File: src/rtl/shiftreg_receiver.sv
// shiftreg_receiver: serial-to-parallel receiver for the select-framed
// shift-register link. Reassembles a dynamic and a static word (MSB first)
// under the SELDYN/SELSTAT frame selects, strobes a valid pulse per completed
// word and flags aborted or illegal frames on FRAME_ERR.
module shiftreg_receiver #(
  parameter int SIZESRDYN  = 16,
  parameter int SIZESRSTAT = 88,
  parameter int CNTW       = 7,
  parameter int LAG        = 1
) (
  input  logic                  CLK,
  input  logic                  RST_N,
  input  logic                  SELDYN,
  input  logic                  SELSTAT,
  input  logic                  SDATA,
  output logic [SIZESRDYN-1:0]  DYNWORD,
  output logic [SIZESRSTAT-1:0] STATWORD,
  output logic                  DYN_VALID,
  output logic                  STAT_VALID,
  output logic                  FRAME_ERR,
  output logic                  BUSY
);

  localparam logic [1:0] ST_IDLE    = 2'd0;
  localparam logic [1:0] ST_RX_DYN  = 2'd1;
  localparam logic [1:0] ST_RX_STAT = 2'd2;
  localparam logic [1:0] ST_HOLD    = 2'd3;

  // Counter value at which the final bit of each word type arrives
  localparam logic [CNTW-1:0] DYN_LAST  = CNTW'(SIZESRDYN - 1);
  localparam logic [CNTW-1:0] STAT_LAST = CNTW'(SIZESRSTAT - 1);

  // Frame selects as seen by the FSM (optionally delayed to line up with data)
  logic sel_dyn;
  logic sel_stat;

  generate
    if (LAG > 0) begin : g_lag
      logic sel_dyn_reg;
      logic sel_stat_reg;

      // One-flop select delay so the selects align with the sampled data bit
      always_ff @(posedge CLK or negedge RST_N) begin
        if (!RST_N) begin
          sel_dyn_reg  <= 1'b0;
          sel_stat_reg <= 1'b0;
        end else begin
          sel_dyn_reg  <= SELDYN;
          sel_stat_reg <= SELSTAT;
        end
      end

      assign sel_dyn  = sel_dyn_reg;
      assign sel_stat = sel_stat_reg;
    end else begin : g_nolag
      assign sel_dyn  = SELDYN;
      assign sel_stat = SELSTAT;
    end
  endgenerate

  logic is_dyn, is_stat, is_none, is_both;
  assign is_dyn  = sel_dyn & ~sel_stat;
  assign is_stat = sel_stat & ~sel_dyn;
  assign is_none = ~sel_dyn & ~sel_stat;
  assign is_both = sel_dyn & sel_stat;

  logic [1:0]            state_reg, state_next;
  logic [CNTW-1:0]       cnt_reg, cnt_next;
  logic                  type_stat_reg, type_stat_next;
  // Shift registers hold all but the final bit; the final bit is taken from SDATA directly
  logic [SIZESRDYN-2:0]  dyn_sh_reg, dyn_sh_next;
  logic [SIZESRSTAT-2:0] stat_sh_reg, stat_sh_next;
  logic [SIZESRDYN-1:0]  dyn_word_reg, dyn_word_next;
  logic [SIZESRSTAT-1:0] stat_word_reg, stat_word_next;
  logic                  dyn_valid_reg, dyn_valid_next;
  logic                  stat_valid_reg, stat_valid_next;
  logic                  frame_err_reg, frame_err_next;
  logic                  busy_reg, busy_next;

  // Shift register contents with the current serial bit appended at the LSB
  logic [SIZESRDYN-1:0]  dyn_cat;
  logic [SIZESRSTAT-1:0] stat_cat;
  assign dyn_cat  = {dyn_sh_reg, SDATA};
  assign stat_cat = {stat_sh_reg, SDATA};

  logic do_start;

  // Next-state logic: frame tracking, bit assembly, word completion and error detection
  always_comb begin
    state_next      = state_reg;
    cnt_next        = cnt_reg;
    type_stat_next  = type_stat_reg;
    dyn_sh_next     = dyn_sh_reg;
    stat_sh_next    = stat_sh_reg;
    dyn_word_next   = dyn_word_reg;
    stat_word_next  = stat_word_reg;
    dyn_valid_next  = 1'b0;
    stat_valid_next = 1'b0;
    frame_err_next  = 1'b0;
    do_start        = 1'b0;

    case (state_reg)
      ST_IDLE: begin
        do_start = 1'b1;
      end
      ST_RX_DYN: begin
        if (is_dyn) begin
          if (cnt_reg == DYN_LAST) begin
            dyn_word_next  = dyn_cat;
            dyn_valid_next = 1'b1;
            type_stat_next = 1'b0;
            state_next     = ST_HOLD;
          end else begin
            dyn_sh_next = dyn_cat[SIZESRDYN-2:0];
            cnt_next    = cnt_reg + CNTW'(1);
          end
        end else begin
          frame_err_next = 1'b1;
          state_next     = ST_IDLE;
        end
      end
      ST_RX_STAT: begin
        if (is_stat) begin
          if (cnt_reg == STAT_LAST) begin
            stat_word_next  = stat_cat;
            stat_valid_next = 1'b1;
            type_stat_next  = 1'b1;
            state_next      = ST_HOLD;
          end else begin
            stat_sh_next = stat_cat[SIZESRSTAT-2:0];
            cnt_next     = cnt_reg + CNTW'(1);
          end
        end else begin
          frame_err_next = 1'b1;
          state_next     = ST_IDLE;
        end
      end
      default: begin
        // HOLD: ignore overlength bits; a switch to the other select starts a new frame at once
        if (is_both) begin
          frame_err_next = 1'b1;
          state_next     = ST_IDLE;
        end else if (is_none) begin
          state_next = ST_IDLE;
        end else if ((is_dyn && type_stat_reg) || (is_stat && !type_stat_reg)) begin
          do_start = 1'b1;
        end
      end
    endcase

    if (do_start) begin
      if (is_dyn) begin
        dyn_sh_next = dyn_cat[SIZESRDYN-2:0];
        cnt_next    = CNTW'(1);
        state_next  = ST_RX_DYN;
      end else if (is_stat) begin
        stat_sh_next = stat_cat[SIZESRSTAT-2:0];
        cnt_next     = CNTW'(1);
        state_next   = ST_RX_STAT;
      end else if (is_both) begin
        frame_err_next = 1'b1;
        state_next     = ST_IDLE;
      end else begin
        state_next = ST_IDLE;
      end
    end

    busy_next = (state_next == ST_RX_DYN) || (state_next == ST_RX_STAT);
  end

  // State and output registers; reset discards any partial frame silently
  always_ff @(posedge CLK or negedge RST_N) begin
    if (!RST_N) begin
      state_reg      <= ST_IDLE;
      cnt_reg        <= '0;
      type_stat_reg  <= 1'b0;
      dyn_sh_reg     <= '0;
      stat_sh_reg    <= '0;
      dyn_word_reg   <= '0;
      stat_word_reg  <= '0;
      dyn_valid_reg  <= 1'b0;
      stat_valid_reg <= 1'b0;
      frame_err_reg  <= 1'b0;
      busy_reg       <= 1'b0;
    end else begin
      state_reg      <= state_next;
      cnt_reg        <= cnt_next;
      type_stat_reg  <= type_stat_next;
      dyn_sh_reg     <= dyn_sh_next;
      stat_sh_reg    <= stat_sh_next;
      dyn_word_reg   <= dyn_word_next;
      stat_word_reg  <= stat_word_next;
      dyn_valid_reg  <= dyn_valid_next;
      stat_valid_reg <= stat_valid_next;
      frame_err_reg  <= frame_err_next;
      busy_reg       <= busy_next;
    end
  end

  assign DYNWORD    = dyn_word_reg;
  assign STATWORD   = stat_word_reg;
  assign DYN_VALID  = dyn_valid_reg;
  assign STAT_VALID = stat_valid_reg;
  assign FRAME_ERR  = frame_err_reg;
  assign BUSY       = busy_reg;

endmodule
File: config.mk
export PLATFORM = sky130hd
export DESIGN_NAME = shiftreg_receiver
export DESIGN_NICKNAME = d
export VERILOG_FILES = /design/src/rtl/shiftreg_receiver.sv
export SDC_FILE = /design/constraint.sdc
export NUM_CORES = 1
export LEC_CHECK = 0
export CAP_MARGIN = 20
export CORE_MARGIN = 1
export CORE_UTILIZATION = 25
export CTS_BUF_LIST = sky130_fd_sc_hd__clkbuf_4 sky130_fd_sc_hd__clkbuf_8
export DETAILED_ROUTE_END_ITERATION = 6
export DONT_BUFFER_PORTS = 1
export GPL_TIMING_DRIVEN = 0
export PLACE_DENSITY = 0.39
export RECOVER_POWER = 25
export SETUP_SLACK_MARGIN = 0.1
export SKIP_CTS_REPAIR_TIMING = 1
export SLEW_MARGIN = 20
export SYNTH_ARGS = -nofsm -noshare
export SYNTH_HDL_FRONTEND = slang
export SYNTH_SLANG_ARGS = --single-unit
File: constraint.sdc
create_clock -name CLK -period 2.84 [get_ports CLK]
set_clock_uncertainty 0.2 [all_clocks]
set_input_delay 0.568 -clock CLK [delete_from_list [all_inputs] [get_ports CLK]]
set_output_delay 0.568 -clock CLK [all_outputs]
set_load 0.005 [all_outputs]
Yosys cells after proc, flatten, opt, wreduce, memory -nomap -nowiden --
Index checks and enable logic that the tools add are counted.
Operators by class: add/subtract/negate cells 1, equal/unequal tests 10, mux-type cells 52, bitwise operators 6, reduce and logical (&&, ||, !) cells 11
Operators by type and width (count):
- $mux W87 | 6
- $mux W15 | 5
- $mux W7 | 7
- $mux W1 | 20
- $mux W2 | 9
- $pmux W7 S2 | 1
- $ne A2 B2 Y1 const B | 4
- $add A7 B1 Y7 const B | 1
- $eq A7 B4 Y1 const B | 1
- $eq A7 B7 Y1 const B | 1
- $pmux W2 S3 | 1
- $reduce_and A3 Y1 | 2
- $reduce_and A5 Y1 | 1
- $and A1 B1 Y1 | 4
- $eq A2 B1 Y1 const B | 2
- $eq A2 B2 Y1 const B | 2
- $pmux W1 S2 | 2
- $pmux W1 S3 | 1
- $logic_and A1 B1 Y1 | 2
- $logic_not A2 Y1 | 1
- $logic_or A1 B1 Y1 | 2
- $not A1 Y1 | 2
- $reduce_bool A2 Y1 | 1
- $reduce_or A2 Y1 | 1
- $logic_not A1 Y1 | 1
Word-level totals: flip-flop bits (word level) 222, input bits 5, output and inout port bits 108, logic and storage cells 93

Logic depth before layout (Yosys ltp) --
depth after elaboration 11, mapped depth 10, mapped depth without buffers 7

Worst setup path before layout --
OpenSTA, ideal clock, no wires.
kind register -> register, from register state_reg[0], to register stat_sh_reg[56], setup time 0.125 ns, arrival time 2.052 ns, data required time 2.515 ns, slack 0.463 ns, cell stages (with the launch flop) 10, buffers on the path 3, clock period less this slack 2.377 ns, path through dfrtp_1 -> ha_1 -> buf_2 -> nand2b_1 -> o21ai_0 -> a21oi_1 -> nor2_1 -> buf_2 -> buf_2 -> mux2_2
On the way: word-level cells in the longest chain between the ends 5, elaborated cells between the ends (all ways) 9, classes of those cells eq/ne: 2; mux: 5; reduce/logical: 2
RTL lines:
- start, declared | RTL line 67 | logic [1:0] state_reg, state_next;
- start signal, assigned | RTL line 186 | state_reg <= state_next;
- $eq A2 B2 Y1 | RTL line 102 | case (state_reg)
- $mux W87 | RTL line 102
- $mux W87 | RTL line 156 | end else if (is_stat) begin
- $mux W87 | RTL line 152 | if (is_dyn) begin
- $mux W87 (*) | RTL line 151 | if (do_start) begin
- named net stat_sh_next[56] | RTL line 72 | logic [SIZESRSTAT-2:0] stat_sh_reg, stat_sh_next;
- end signal, assigned | RTL line 190 | stat_sh_reg <= stat_sh_next;
- end, declared | RTL line 72
The timed path passes the listed nets; every way through them passes the cells marked *. A chain may end at the register's enable or synchronous reset.

Worst setup path in the final report --
from register state_reg[1], to register stat_sh_reg[83]
Same word-level chain as after synthesis.

==> flow_metrics.env <==
export IMPL_status="finished, violations left"
export IMPL_violations="negative hold slack"
export IMPL_vdd_drop_max_v=0.000367
export IMPL_remaining_drc_errors=0
export IMPL_synthArstFlopShare_pct=100
export IMPL_hold_viol=222
export IMPL_fin_ws_ns=0.283
export IMPL_power_density_nw_per_um2=772
export IMPL_ys_top_cells_by_area="dfrtp_1, mux2_2, nand2_1, buf_2, o21ai_0"
export IMPL_syn_area_per_cell_um2=14.4
export IMPL_htree_levels=2
export IMPL_path_cells="ha_1 -> buf_2 -> nand2b_1 -> o21ai_0 -> a21oi_1 -> nor2_4 -> clkbuf_4 -> clkbuf_4 -> mux2_2"
export IMPL_finalCritPeriodShare_pct=90.0
export IMPL_worstHoldPathType="input port to asynchronous set/reset pin"
export IMPL_instances_no_fill=1143
export IMPL_start_util_pct=25.4
export IMPL_overflow=0
export IMPL_grt_usage_pct=10.8
export IMPL_rsz0062_at_grt="false"
export IMPL_cts_tree="done"
export IMPL_vias=4954
export IMPL_via_per_inst=4.33
export IMPL_synthesis_instances=610
export IMPL_crit_cells=9
export IMPL_p_leak_uw=0.00510
export IMPL_crit_fanout=10
export IMPL_diodes=0
export IMPL_grt_pass1_wl_mm=30.4
export IMPL_drv_slew=0
export IMPL_start_kind="flip-flop"
export IMPL_synth_warnings=0
export IMPL_pre_cts_ws_ns=-0.609
export IMPL_synth_nets=620
export IMPL_tightestPinTransition_ns=0.491
export IMPL_fin_crit_ns=2.56
export IMPL_cts_sinks=222
export IMPL_ant_nets=0
export IMPL_wl_per_cell_um=16.2
export IMPL_portBuffers=0
export IMPL_die_w_um=189
export IMPL_critPathKind="flip-flop to flip-flop"
export IMPL_grt_pass1_vias=5431
export IMPL_clkLatencyLatePin_ns=0.55
export IMPL_yosysTopAreaCell="dfrtp_1"
export IMPL_r2r_start="state_reg[1]"
export IMPL_cts_root_buf="clkbuf_8"
export IMPL_first_pass_iters=4
export IMPL_setup_viol=0
export IMPL_path_clk_slew_ns=0.06
export IMPL_first_iter_violations=197
export IMPL_max_slew_margin_pct=67.3
export IMPL_io_pins=113
export IMPL_die_h_um=189
export IMPL_ff2ff_path_depth=9
export IMPL_synth_top_area_share_pct=63.4
export IMPL_grt_max_degree=223
export IMPL_place_hpwl_mm=11.7
export IMPL_max_cap_violations=0
export IMPL_crit_buf_inv=3
export IMPL_dp_cells=1065
export IMPL_ys_seq_area_share_pct=63.4
export IMPL_r2r_end="stat_sh_reg[83]"
export IMPL_synth_edf_count=0
export IMPL_rows=68
export IMPL_crit_path_end_kind="flip-flop"
export IMPL_nets=668
export IMPL_max_freq_ghz=0.391
export IMPL_crit_family="buffers and inverters"
export IMPL_crit_path_start="state_reg[1]"
export IMPL_core_um2=34500
export IMPL_worst_endpoint_required_ns=3.07
export IMPL_antenna_found_initial=0
export IMPL_slowest_stage="dfrtp_1"
export IMPL_synth_seq_cells=222
export IMPL_fin_hold_ws_ns=-0.487
export IMPL_die_area_um2=35800
export IMPL_area_growth_pct=17.6
export IMPL_final_layout_size_suffix_gt1_share_pct=43.2
export IMPL_cts_made_buffers=42
export IMPL_netlist_area_um2=8760
export IMPL_routed_wl_mm=18.5
export IMPL_slowest_delay_ns=0.44
export IMPL_reg2reg_slack_ns=0.28
export IMPL_yosysUniqueCellTypes=45
export IMPL_crit_arrival_ns=2.78
export IMPL_place_congestion=0.753
export IMPL_synth_flop_cell="dfrtp_1"
export IMPL_largest_reg_flops=88
export IMPL_fin_tns_setup_ns=0
export IMPL_clock_path_buffers=3
export IMPL_crit_top_cell="clkbuf_4"
[per-layer routing]
layer | track usage, % | vias up | part of all wire, %
met5 | 0 | - | 0
met1 | 13.1 | 2550 | 44
met4 | 4.53 | 0 | 3.0
met3 | 4.62 | 43 | 8.2
li1 | - | 2249 | -
met2 | 16.6 | 112 | 45
[Yosys cell counts, drive strengths merged (2+ instances only)]
cell type    n
inv         12
a21boi       2
nand2b       6
nor2        13
and2         2
nor2b        2
a32oi        2
o21ai       17
a31oi        2
mux2       190
nand2       57
and3         2
a21oi       17
or4          2
ha           5
nand3b       3
nand3        5
a211oi       2
dfrtp      222
clkbuf       6
buf         22
[through the flow]
step                area [um^2]  utilization [%]  total power, uW
global route              10300             29.8             8460
finish                    10300             29.8             7950
CTS                       10200             29.6             8100
global placement           9330             27.0             4700
floorplan                  8760                -             4410
detailed placement         9330             27.0             4710
[worst max-delay path by stage]
stage | end | slack, ns
finish | stat_sh_reg[83] | 0.28
global route | stat_sh_reg[73] | 0.10
CTS | stat_sh_reg[61] | -0.62
detailed placement | stat_sh_reg[82] | -0.61
global placement | stat_sh_reg[81] | -0.61
floorplan | stat_sh_reg[56] | 0.46
[report_power, final]
part           internal (uW)  leakage [uW]  total (uW)  switching, uW
clock network           1940      0.000476        3260           1320
registers               3400       0.00305        3590            190
logic                    518       0.00157        1100            579
[worst register-to-register path, cell delays in order, from the launching register on]
cell      delay [ns]
dfrtp_1         0.44
ha_1            0.21
buf_2           0.18
nand2b_1        0.19
o21ai_0         0.12
a21oi_1         0.11
nor2_4          0.14
clkbuf_4        0.24
clkbuf_4        0.25
mux2_2          0.35
[logic make-up after synthesis]
kind of cell | synth area share [%]
flops | 63.4
fa+ha+maj | 0.714
buf+inv | 2.16
compound gates | 3.94
mux | 24.4
simple gates | 5.33
[cell type report]
cell class / instances / area (um^2)
multi-input combinational: 348 / 3030
sequential: 222 / 5560
timing repair buffer: 4 / 37.5
clock inverter: 5 / 52.6
tap: 455 / 569
fill: 3525 / 24200
buffer: 28 / 171
clock buffer: 69 / 837
inverter: 12 / 45.0
[layout by cell type (no fill, tap or decap), drive strengths merged, types with 2 or more instances in the layout]
cell           n
clkinv         3
nor2b          2
a21boi         2
ha             5
dfrtp        222
a211oi         2
mux2         190
clkbuf        85
inv           12
nand3          5
nand2         57
and2           2
nand3b         3
a32oi          2
nor2          13
and3           2
nand2b         6
dlygate4sd3    3
or4            2
buf           13
o21ai         17
a31oi          2
a21oi         17
(Power assumes the default switching activity.)
